## src/rtl/ls_pkg.sv

```systemverilog
// Shared func3 constants and load-control codes for the load/store unit.
// Used by load_store_ctrl and ls_load_extract.
package ls_pkg;

  localparam int DW = 32;

  localparam logic [2:0] F3_B  = 3'b000;
  localparam logic [2:0] F3_H  = 3'b001;
  localparam logic [2:0] F3_W  = 3'b010;
  localparam logic [2:0] F3_BU = 3'b100;
  localparam logic [2:0] F3_HU = 3'b101;

  typedef enum logic [2:0] {
    LC_LB  = 3'b000,
    LC_LH  = 3'b001,
    LC_LW  = 3'b010,
    LC_LBU = 3'b011,
    LC_LHU = 3'b100,
    LC_INV = 3'b111
  } lc_e;

  function automatic lc_e f3_to_lc(input logic [2:0] f3);
    case (f3)
      F3_B:    return LC_LB;
      F3_H:    return LC_LH;
      F3_W:    return LC_LW;
      F3_BU:   return LC_LBU;
      F3_HU:   return LC_LHU;
      default: return LC_INV;
    endcase
  endfunction

endpackage

```

## src/rtl/ls_load_extract.sv

```systemverilog
// Load lane select and sign/zero extension of the raw memory word.
// Purely combinational; the top registers the result.
module ls_load_extract
  import ls_pkg::*;
(
  input  lc_e           load_ctrl_i,
  input  logic [1:0]    address_i,
  input  logic [DW-1:0] rdata_mem_i,
  output logic [DW-1:0] data_o
);

  logic [DW-1:0] sh;
  logic [7:0]    b;
  logic [15:0]   h;

  assign sh = rdata_mem_i >> {address_i, 3'b000};
  assign b  = sh[7:0];
  assign h  = address_i[1] ? rdata_mem_i[31:16]
                           : rdata_mem_i[15:0];

  // pick the lane and extend according to the load kind
  always_comb begin
    data_o = '0;
    case (load_ctrl_i)
      LC_LB:   data_o = {{24{b[7]}}, b};
      LC_LBU:  data_o = {24'b0, b};
      LC_LH:   data_o = {{16{h[15]}}, h};
      LC_LHU:  data_o = {16'b0, h};
      LC_LW:   data_o = rdata_mem_i;
      default: data_o = '0;
    endcase
  end

endmodule

```

## src/rtl/load_store_ctrl.sv

```systemverilog
// Load/store formatter: store lane alignment, load decode/extract.
// Optional LS_MISALIGN_TRAP_EN adds a registered misaligned flag.
module load_store_ctrl
  import ls_pkg::*;
#(
  parameter int XLEN = 32
) (
  input  logic            clk,
  input  logic            rst,
  input  logic            store_en,
  input  logic [2:0]      func3,
  input  logic [1:0]      address,
  input  logic [XLEN-1:0] rdata2,
  input  logic [XLEN-1:0] rdata_mem,
  output logic [XLEN-1:0] wdata_mem,
  output logic [3:0]      mask,
`ifdef LS_MISALIGN_TRAP_EN
  output logic            misaligned,
`endif
  output logic [2:0]      load_ctrl,
  output logic [XLEN-1:0] load_data
);

  logic [XLEN-1:0] wdata_d, wdata_q;
  logic [3:0]      mask_d, mask_q;
  lc_e             lc_d, lc_q;
  logic [XLEN-1:0] ld_d, ld_q;
  logic [XLEN-1:0] ext;
  logic            mis_d;

  assign lc_d = f3_to_lc(func3);

  ls_load_extract u_ext (
    .load_ctrl_i (lc_d),
    .address_i   (address),
    .rdata_mem_i (rdata_mem),
    .data_o      (ext)
  );

  // halfword at odd offset, or word at any nonzero offset
  always_comb begin
    mis_d = 1'b0;
    case (lc_d)
      LC_LH, LC_LHU: mis_d = address[0];
      LC_LW:         mis_d = |address;
      default:       mis_d = 1'b0;
    endcase
  end

  // store formatting: lane-aligned data and byte enables
  always_comb begin
    wdata_d = rdata2;
    mask_d  = 4'b0000;
    case (func3)
      F3_B: begin
        mask_d  = 4'b0001 << address;
        wdata_d = {24'b0, rdata2[7:0]} << {address, 3'b000};
      end
      F3_H: begin
        if (address[1]) begin
          mask_d  = 4'b1100;
          wdata_d = {rdata2[15:0], 16'b0};
        end else begin
          mask_d  = 4'b0011;
          wdata_d = {16'b0, rdata2[15:0]};
        end
      end
      F3_W: begin
        mask_d  = 4'b1111;
        wdata_d = rdata2;
      end
      default: begin
        mask_d  = 4'b0000;
        wdata_d = rdata2;
      end
    endcase
    if (!store_en) mask_d = 4'b0000;
`ifdef LS_MISALIGN_TRAP_EN
    if (mis_d) mask_d = 4'b0000;
`endif
  end

  // load result, cleared on a trapped misaligned access
  always_comb begin
    ld_d = ext;
`ifdef LS_MISALIGN_TRAP_EN
    if (mis_d) ld_d = '0;
`endif
  end

  // output registers with synchronous active-low reset
  always_ff @(posedge clk) begin
    if (!rst) begin
      wdata_q <= '0;
      mask_q  <= 4'b0000;
      lc_q    <= LC_INV;
      ld_q    <= '0;
    end else begin
      wdata_q <= wdata_d;
      mask_q  <= mask_d;
      lc_q    <= lc_d;
      ld_q    <= ld_d;
    end
  end

`ifdef LS_MISALIGN_TRAP_EN
  logic mis_q;

  // registered misaligned flag
  always_ff @(posedge clk) begin
    if (!rst) mis_q <= 1'b0;
    else      mis_q <= mis_d;
  end

  assign misaligned = mis_q;
`else
  logic unused_mis;
  assign unused_mis = mis_d;
`endif

  assign wdata_mem = wdata_q;
  assign mask      = mask_q;
  assign load_ctrl = lc_q;
  assign load_data = ld_q;

endmodule

```

## config.mk

```make
export PLATFORM = sky130hd
export DESIGN_NAME = load_store_ctrl
export DESIGN_NICKNAME = d
export VERILOG_FILES = /design/src/rtl/ls_pkg.sv /design/src/rtl/ls_load_extract.sv /design/src/rtl/load_store_ctrl.sv
export SDC_FILE = /design/constraint.sdc
export NUM_CORES = 1
export LEC_CHECK = 0
export ABC_AREA = 0
export CORE_ASPECT_RATIO = 1.2
export CORE_MARGIN = 4
export CORE_UTILIZATION = 43
export CTS_BUF_LIST = sky130_fd_sc_hd__clkbuf_16
export CTS_CLUSTER_SIZE = 30
export DETAILED_ROUTE_END_ITERATION = 12
export GPL_ROUTABILITY_DRIVEN = 0
export PLACE_DENSITY = 0.95
export SETUP_SLACK_MARGIN = 0.3
export SYNTH_ARGS = -nofsm -noshare
export SYNTH_HDL_FRONTEND = slang
export SYNTH_SLANG_ARGS = --single-unit
```

## constraint.sdc

```tcl
create_clock -name clk -period 2.4 [get_ports clk]
set_input_delay 0.36 -clock clk [delete_from_list [all_inputs] [get_ports clk]]
set_output_delay 0.36 -clock clk [all_outputs]
set_load 0.01 [all_outputs]
```

==> metrics.md <==
| Metric | Value |
|---|---|
| Final std cells w/o fill | `509` |
| RSZ-0062 raised after global routing | `false` |
| Fin crit share | `78.9%` |
| Setup crit end kind | `register` |
| Die height | `just under 100 um` |
| Clock network power share | `38.5%` |
| DP Wirelength | `7260 um` |
| Vias per cell | `approximately 5.7` |
| Post-DRT Antenna Nets | `0` |
| TNS Setup | `0 ns` |
| Pins Over Slew Limit | `0` |
| CP arrival | `2.11 ns` |
| Max Cap Viol | `0` |
| Worst slew pin tran | `0.500 ns` |
| CTS resizes | `0` |
| Routed WL | `9830 um` |
| Layout cells sized above 1 | `between 10% and 20%` |
| Via count | `2906` |
| Die area | `about 0.008 sq mm` |
| Total power density per cell area | `633 mW/mm^2` |
| Int Power | `between 2 and 2.5 mW` |
| Gate Count Post-Synth | `~280` |
| CTS Sinks | `a little over 70` |
| Max Clk Rate | `0.528 GHz` |
| I/O Buffers | `roughly 140` |
| Largest net degree at the start of global routing | `31` |
| Syn Std Cell Area | `approximately 0.0028 sq mm` |
| Final setup vio count | `0` |
| CTS Buffer Depth | `2` |
| Part of the power in registers | `43.4%` |
| Core footprint | `0.00617 sq mm` |
| Worst setup path class | `in -> reg` |
| TritonCTS Buffers | `9` |
| Final nets | `496` |
| Mapped Nets | `351` |
| Hold Crit Class | `in -> reg` |
| Status | `finished, final reports clean` |
| Number of flops mapped to enable cells by yosys | `0` |
| Worst Path Required | `2.61 ns` |
| Antenna violations before repair | `0` |
| Crit-path max FO | `30` |
| Initial DRC count | `~150` |
| Worst Hold Endpoint | `wdata_mem[19]$_SDFF_PN0_` |
| Combinational Power Share | `a little under a fifth` |
| Seq cells post-synth | `71` |
| Post-CTS Setup Bufs | `0` |
| Lkg Pwr | `1.75 nW` |
| Yosys top cell area share | `between 50% and 60%` |
| Initial Util | `45.3%` |
| Worst Setup Start Kind | `input port` |
| DRC | `0` |
| Drt wl/cell | `19.3 um` |
| Hold Crit Start | `rdata2[19]` |
| Grt total ovfl | `0` |
| CTS tree | `built` |
| Syn avg cell area | `10.0 sq um` |
| Area grow syn2layout | `64.1%` |
| Sequential cell area fraction in the yosys report | `between 50% and 60%` |
| Placed cell area | `0.00434 sq mm` |
| GRT Overall Usage | `25.8%` |
| Unique masters post-synth | `36` |
| Switching share of power | `between 20% and 30%` |
| Net Switching | `just under 0.7 mW` |
| Root Buffer | `clkbuf_16` |
| Async SR Flop Fraction | `0%` |
| Cts hold-fix bufs | `0` |
| Worst ir drop on vdd | `425 uV` |
| Commonest cells post-synth | `71 x dfxtp_1, 36 x a21oi_1, 32 x nand2_1` |
| Crit path time final | `about 1.9 ns` |
| Power, Total | `2.90 mW` |
| ANT cells | `0` |
| Synthesis Warnings | `0` |
| Synth area leader | `dfxtp_1` |
| Global-route wire length before repair | `15100 um` |
| Synth top area cells | `dfxtp_1 51%, a22o_1 7.2%, a21oi_1 6.5%` |
| Htree depth | `3` |
| # placed instances | `495` |
| Reg clk slew, reported paths | `~0.05 ns` |
| Io pins | `143` |
| Post-synth top flop | `dfxtp_1` |
| Post-route cell area | `0.00458 sq mm` |
| Rows | `31` |
| Hold Fails Final Rpt | `0` |
| Pre-antenna DRT Iters | `5` |
| Slew HR | `66.7%` |
| Top-count cell post-synth | `dfxtp_1` |
| Hold Crit Depth | `3` |
| Vias in the first global route | `2927` |
| Chip width | `~80 um` |
how the worst max path moves through the flow:
| stage | start | to | slack (ns) | depth (start not counted) |
|---|---|---|---|---|
| floorplan | func3[2] | wdata_mem[29]$_SDFF_PN0_ | 0.88 | 6 |
| global placement | address[1] | load_data[30]$_SDFF_PN0_ | 0.31 | 5 |
| detailed placement | func3[2] | load_data[11]$_SDFF_PN0_ | 0.22 | 4 |
| CTS | func3[2] | load_data[11]$_SDFF_PN0_ | 0.55 | 4 |
| global route | address[1] | wdata_mem[1]$_SDFF_PN0_ | 0.42 | 5 |
| finish | address[1] | wdata_mem[6]$_SDFF_PN0_ | 0.51 | 5 |
cells in the final DEF (no fill, tap or decap), drive strengths merged, types with 2 or more instances in the layout:
| cell | instances |
|---|---|
| o21ai | 6 |
| a32oi | 7 |
| and3 | 2 |
| nor2 | 7 |
| and3b | 8 |
| buf | 17 |
| clkinv | 3 |
| a22o | 23 |
| nand2 | 32 |
| nand3 | 2 |
| nor3b | 2 |
| clkdlybuf4s50 | 142 |
| clkbuf | 9 |
| nand4 | 8 |
| a21oi | 36 |
| nor2b | 3 |
| mux2 | 15 |
| a21boi | 9 |
| inv | 5 |
| dfxtp | 71 |
| a22oi | 8 |
registers in the layout, summed over array words and instances (netlist names):
signal and count:
mask 4, wdata_mem 32, load_data 32, load_ctrl 3
per-layer routing:
layer	up-vias	track usage [%]	part of all wire [%]
met3	25	9.83	13
met5	-	0	0
met1	1335	26.8	35
li1	1316	-	-
met4	0	11.3	3.1
met2	230	45.6	49
kinds of logic after synthesis:
family,count (synthesis),synth area share (%)
AO/OA/AOI/OAI,94,23.7
buffers and inverters,28,5.02
flip-flops,71,50.9
multiplexers,16,6.85
AND/OR/NAND/NOR,70,13.6
worst max-delay path: stages:
cell	delay [ns]
clkdlybuf4s50_1	0.54
buf_4	0.36
inv_1	0.16
a21oi_1	0.44
and3b_1	0.24
stage by stage:
stage | setup slack (ns) | utilization, % | hold WS, ns
2_1_floorplan | 0.879 | - | 0.485
3_3_place_gp | 0.309 | 70.3 | 0.940
3_5_place_dp | 0.222 | 70.3 | 0.951
4_1_cts | 0.546 | 74.3 | 0.611
5_1_grt | 0.416 | 74.3 | 0.613
6_report | 0.506 | 74.3 | 0.612
power groups by stage:
stage          registers [mW]  clock network [mW]  logic [mW]
5_1_grt                  1.26                1.18       0.560
3_3_place_gp             1.28                   0       0.506
4_1_cts                  1.26                1.13       0.525
2_1_floorplan            1.31                   0       0.174
3_5_place_dp             1.28                   0       0.518
6_report                 1.26                1.12       0.528
cell type report:
type,count,area [sq um]
multi-input combinational,180,1240
sequential,71,1420
inverter,3,11.3
tap,82,103
timing repair buffer,159,1560
clock buffer,9,225
clock inverter,5,20.0
fill,404,1580
Note: power is estimated with default switching activity, not from simulation.
==> patch 1: new RTL, same settings <==
Take the reset off `wdata_q` and `ld_q` and load them in a clocked block of their own.
--- a/src/rtl/load_store_ctrl.sv
+++ b/src/rtl/load_store_ctrl.sv
@@ -93,12 +93,13 @@
     if (!rst) begin
-      wdata_q <= '0;
       mask_q  <= 4'b0000;
       lc_q    <= LC_INV;
-      ld_q    <= '0;
     end else begin
-      wdata_q <= wdata_d;
       mask_q  <= mask_d;
       lc_q    <= lc_d;
-      ld_q    <= ld_d;
     end
+  end
+
+  always_ff @(posedge clk) begin
+    wdata_q <= wdata_d;
+    ld_q    <= ld_d;
   end
Behaviour: not the same (a bounded check fails within 4 cycles, from zero or initial values and one cycle with rst low).
==> patch 1 against the original RTL <==
Cell area increased by 0.30%; sequential cell count unchanged; power increased by 13%; worst setup slack improved by 0.052 ns; count of clock-buffer cells in the layout unchanged; fmax increased by 2.8%; routed wire length decreased by 4.5%; first-iteration DRC count decreased by 35%; critical path depth decreased by 1; synthesized area increased by 1.1%; critical path type unchanged; combinational power increased by 15%.
==> patch 1: results (changes against the original RTL) <==
[outcome]
status=complete, no violations  ; unchanged

[placement]
dpl.cell_count=497  ; was 495
hpwl_mm=7.04  ; was 7.26 mm
port_buffers=142  ; unchanged

[synth]
yosysSeqAreaShare_pct=50.3  ; was 50.9%
ys_top_cells_by_area=dfxtp_1 50%, a22o_1 4.7%, a22oi_1 4.5%  ; was dfxtp_1 51%, a22o_1 7.2%, a21oi_1 6.5%
synth_nets=357  ; was 351
async_flop_share_pct=0  ; unchanged
syn_avg_cell_area_um2=9.91  ; was 10.0 um^2
synth_top_area_share_pct=50.3  ; was 50.9%

[power_and_ir_drop]
ir_drop_mv=0.557  ; was 0.425 mV
leakagePower_nw=1.80  ; was 1.75 nW

[global_routing]
grt_max_degree=40  ; was 31
grt-busiest-layer=met2  ; unchanged
grt_pass1_wl_mm=14.0  ; was 15.1 mm
grt_pass1_vias=2879  ; was 2,927
use_met2_pct=38.3  ; was 45.6%
grtUsageMet1_pct=24.4  ; was 26.8%
track_usage_pct=23.4  ; was 25.8%
use_met3_pct=10.4  ; was 9.83%

[finish]
drive_gt1_share_pct=9.11  ; was 11.2%
final_cells=513  ; was 509

[clocking]
ctsResizeCount=0  ; unchanged
cts_setup_buffers=0  ; unchanged
htreeDepth=3  ; unchanged
path_clk_slew_ns=0.05  ; about the same

[setup_path]
cpMaxStageDelayCell=o21ai_0  ; was clkdlybuf4s50_1
critPathMaxStageDelay_ns=0.59  ; was 0.54 ns
cp_max_fo=9  ; was 30

[timing]
worst_slew_pin_slew_ns=0.720  ; was 0.500 ns
worst_slack_ns=0.558  ; was 0.506 ns
holdWs_ns=0.607  ; was 0.612 ns

[route]
dr.pass1.iters=4  ; was 5
drt-met1-wl_mm=3.38  ; was 3.45 mm
wl_met3_mm=1.12  ; was 1.29 mm
vias=2846  ; was 2,906

patch 1: changes by cell type in the layout (fill, tap and decap cells not counted), moves of 9 or more:
| cell | unedited run | this run |
|---|---|---|
| a21oi_1 | 36 | 9 |
| a22oi_1 | 8 | 17 |
| o21ai_0 | 5 | 22 |
| a21boi_0 | 9 | 0 |
| nand3_1 | 2 | 18 |
| nand2_1 | 32 | 8 |
| o211ai_1 | 1 | 16 |
patch 1: worst paths after layout:
path	start	endpoint	depth (start not counted)
setup / recovery	address[0]	wdata_mem[1]	4
hold / removal	rst	load_ctrl[0]	2
patch 1: cells by family after synthesis:
logic type	count (synthesis)	share of synthesized area, %
buffers and inverters	37	6.91
AOI/OAI and AO/OA	97	24.4
DFF	71	50.3
muxes	12	5.01
and+or+nand+nor	68	13.3
patch 1: power breakdown:
group	total [mW]	internal (mW)	switching [mW]	leakage, nW
combinational	0.606	0.348	0.258	1.05
sequential	1.30	1.27	0.0243	0.593
clock	1.38	0.901	0.478	0.154
patch 1: through the flow:
| step | util [%] | area [um^2] |
|---|---|---|
| finish | 71.8 | 4600 |
| global route | 71.8 | 4600 |
| global placement | 66.9 | 4280 |
| floorplan | - | 2820 |
| detailed placement | 66.9 | 4280 |
| CTS | 71.8 | 4600 |
patch 1: area by class of cell:
cell class,instances,area share (%)
Tap cell,85,2.31
Timing Repair Buffer,152,32.6
Multi-Input combinational cell,177,26.4
Sequential cell,71,30.9
Clock buffer,9,4.90
Clock inverter,7,1.93
Inverter,12,0.980
patch 1: worst max-delay path, delay by kind of cell:
kind	cells	cell delay, ns
buf+inv	1	0.58
compound gates	1	0.59
simple gates	2	0.58
==> patch 2: new RTL, config.mk and constraints unchanged <==
Without the edit above. The option `LS_MISALIGN_TRAP_EN` is turned on by a define.
--- a/src/rtl/load_store_ctrl.sv
+++ b/src/rtl/load_store_ctrl.sv
@@ -2,2 +2,4 @@
 // Optional LS_MISALIGN_TRAP_EN adds a registered misaligned flag.
+`define LS_MISALIGN_TRAP_EN
+
 module load_store_ctrl
Check against the original RTL (old outputs only; new: misaligned): not equivalent (Yosys sat finds a counterexample within 4 cycles, from zero or initial values and one cycle with rst low).
==> patch 2 against the original RTL <==
Cell area increased by 4.1%; routed wire length up 8.4%; power increased by 5.6%; worst setup slack worse by 0.072 ns; synthesized cell count grew 17%; sequential cell count up 1; synthesized area up 6.8%; first-iteration DRC count increased by 52%.
==> patch 2: results (changes against the original RTL) <==
[route]
wl_mm=10.6  ; was 9.83 mm
avgViaCountPerCell=5.71  ; about the same
wl_met3_mm=1.12  ; was 1.29 mm
wl_met2_mm=5.46  ; was 4.78 mm
dr.first_iter.drc_count=233  ; was 153
drt-met1-wl_mm=3.81  ; was 3.45 mm
vias=3168  ; was 2,906

[synth]
synth_compound_area_share_pct=20.1  ; was 23.7%
synthXorXnorAreaFrac_pct=0.294  ; was 0%
ys_types=41  ; was 36
yosysSeqAreaShare_pct=48.3  ; was 50.9%
ys_top_cells_by_count=72 x dfxtp_1, 53 x a21oi_1, 34 x nand2_1  ; was 71 x dfxtp_1, 36 x a21oi_1, 32 x nand2_1
synth_nets=398  ; was 351
ys_top_cells_by_area=dfxtp_1 48%, a21oi_1 8.9%, mux2_2 5.7%  ; was dfxtp_1 51%, a22o_1 7.2%, a21oi_1 6.5%
muxShareOfSynthArea_pct=6.92  ; was 6.85%
syn_avg_cell_area_um2=9.15  ; was 10.0 um^2

[global_routing]
grt_pass1_wl_mm=16.7  ; was 15.1 mm
track_usage_pct=25.3  ; was 25.8%
grt_max_degree=41  ; was 31
grt_pass1_vias=3312  ; was 2,927

[outcome]
status=complete, no violations  ; unchanged

[placement]
hpwl_mm=7.89  ; was 7.26 mm
dp_slack_ns=0.157  ; was 0.222 ns
dpl.cell_count=540  ; was 495
placed_area_mm2=0.00449  ; was 0.00434 mm^2
port_buffers=143  ; was 142

[setup_path]
critPathMaxStageDelay_ns=0.76  ; was 0.54 ns
cp_max_fo=16  ; was 30
cp.arrival_ns=2.13  ; was 2.11 ns

[power_and_ir_drop]
leakagePower_nw=1.70  ; was 1.75 nW
ir_drop_mv=0.435  ; was 0.425 mV

[clocking]
clockBufferDepth=2  ; unchanged

[timing]
setup_violations=0  ; unchanged
slew_headroom_pct=60.1  ; was 66.7%

[finish]
synthToLayoutAreaGrowth_pct=60.0  ; was 64.1%
drive_gt1_share_pct=12.0  ; was 11.2%
nFillCells=496  ; was 404

[hold_path]
holdPathStages=3  ; unchanged

patch 2: final cells by class:
class,instances,area share (%)
sequential,72,30.2
tap,87,2.28
multi-input combinational,219,28.7
clock buffer,9,4.72
inverter,4,0.315
timing repair buffer,158,32.5
clock inverter,6,1.28
patch 2: worst paths after layout:
path,from,endpoint,slack [ns]
hold / removal,address[1],mask[3],0.45
setup / recovery,func3[1],load_data[19],0.43
patch 2: where the power goes:
| part | switching (mW) | internal (mW) | total [mW] |
|---|---|---|---|
| Sequential | 0.0168 | 1.25 | 1.27 |
| Combinational | 0.245 | 0.283 | 0.528 |
| Clock | 0.479 | 0.792 | 1.27 |
| Total | 0.740 | 2.33 | 3.07 |
patch 2: layer usage:
layer | global-route usage, % | up-vias
met5 | 0 | -
met3 | 8.12 | 24
met2 | 45.4 | 211
met1 | 27.5 | 1483
met4 | 10.1 | 0
li1 | - | 1450
patch 2: tightest hold or removal path: stages:
cell and delay (ns):
buf_2 0.17, nand3b_1 0.10, a21oi_1 0.08
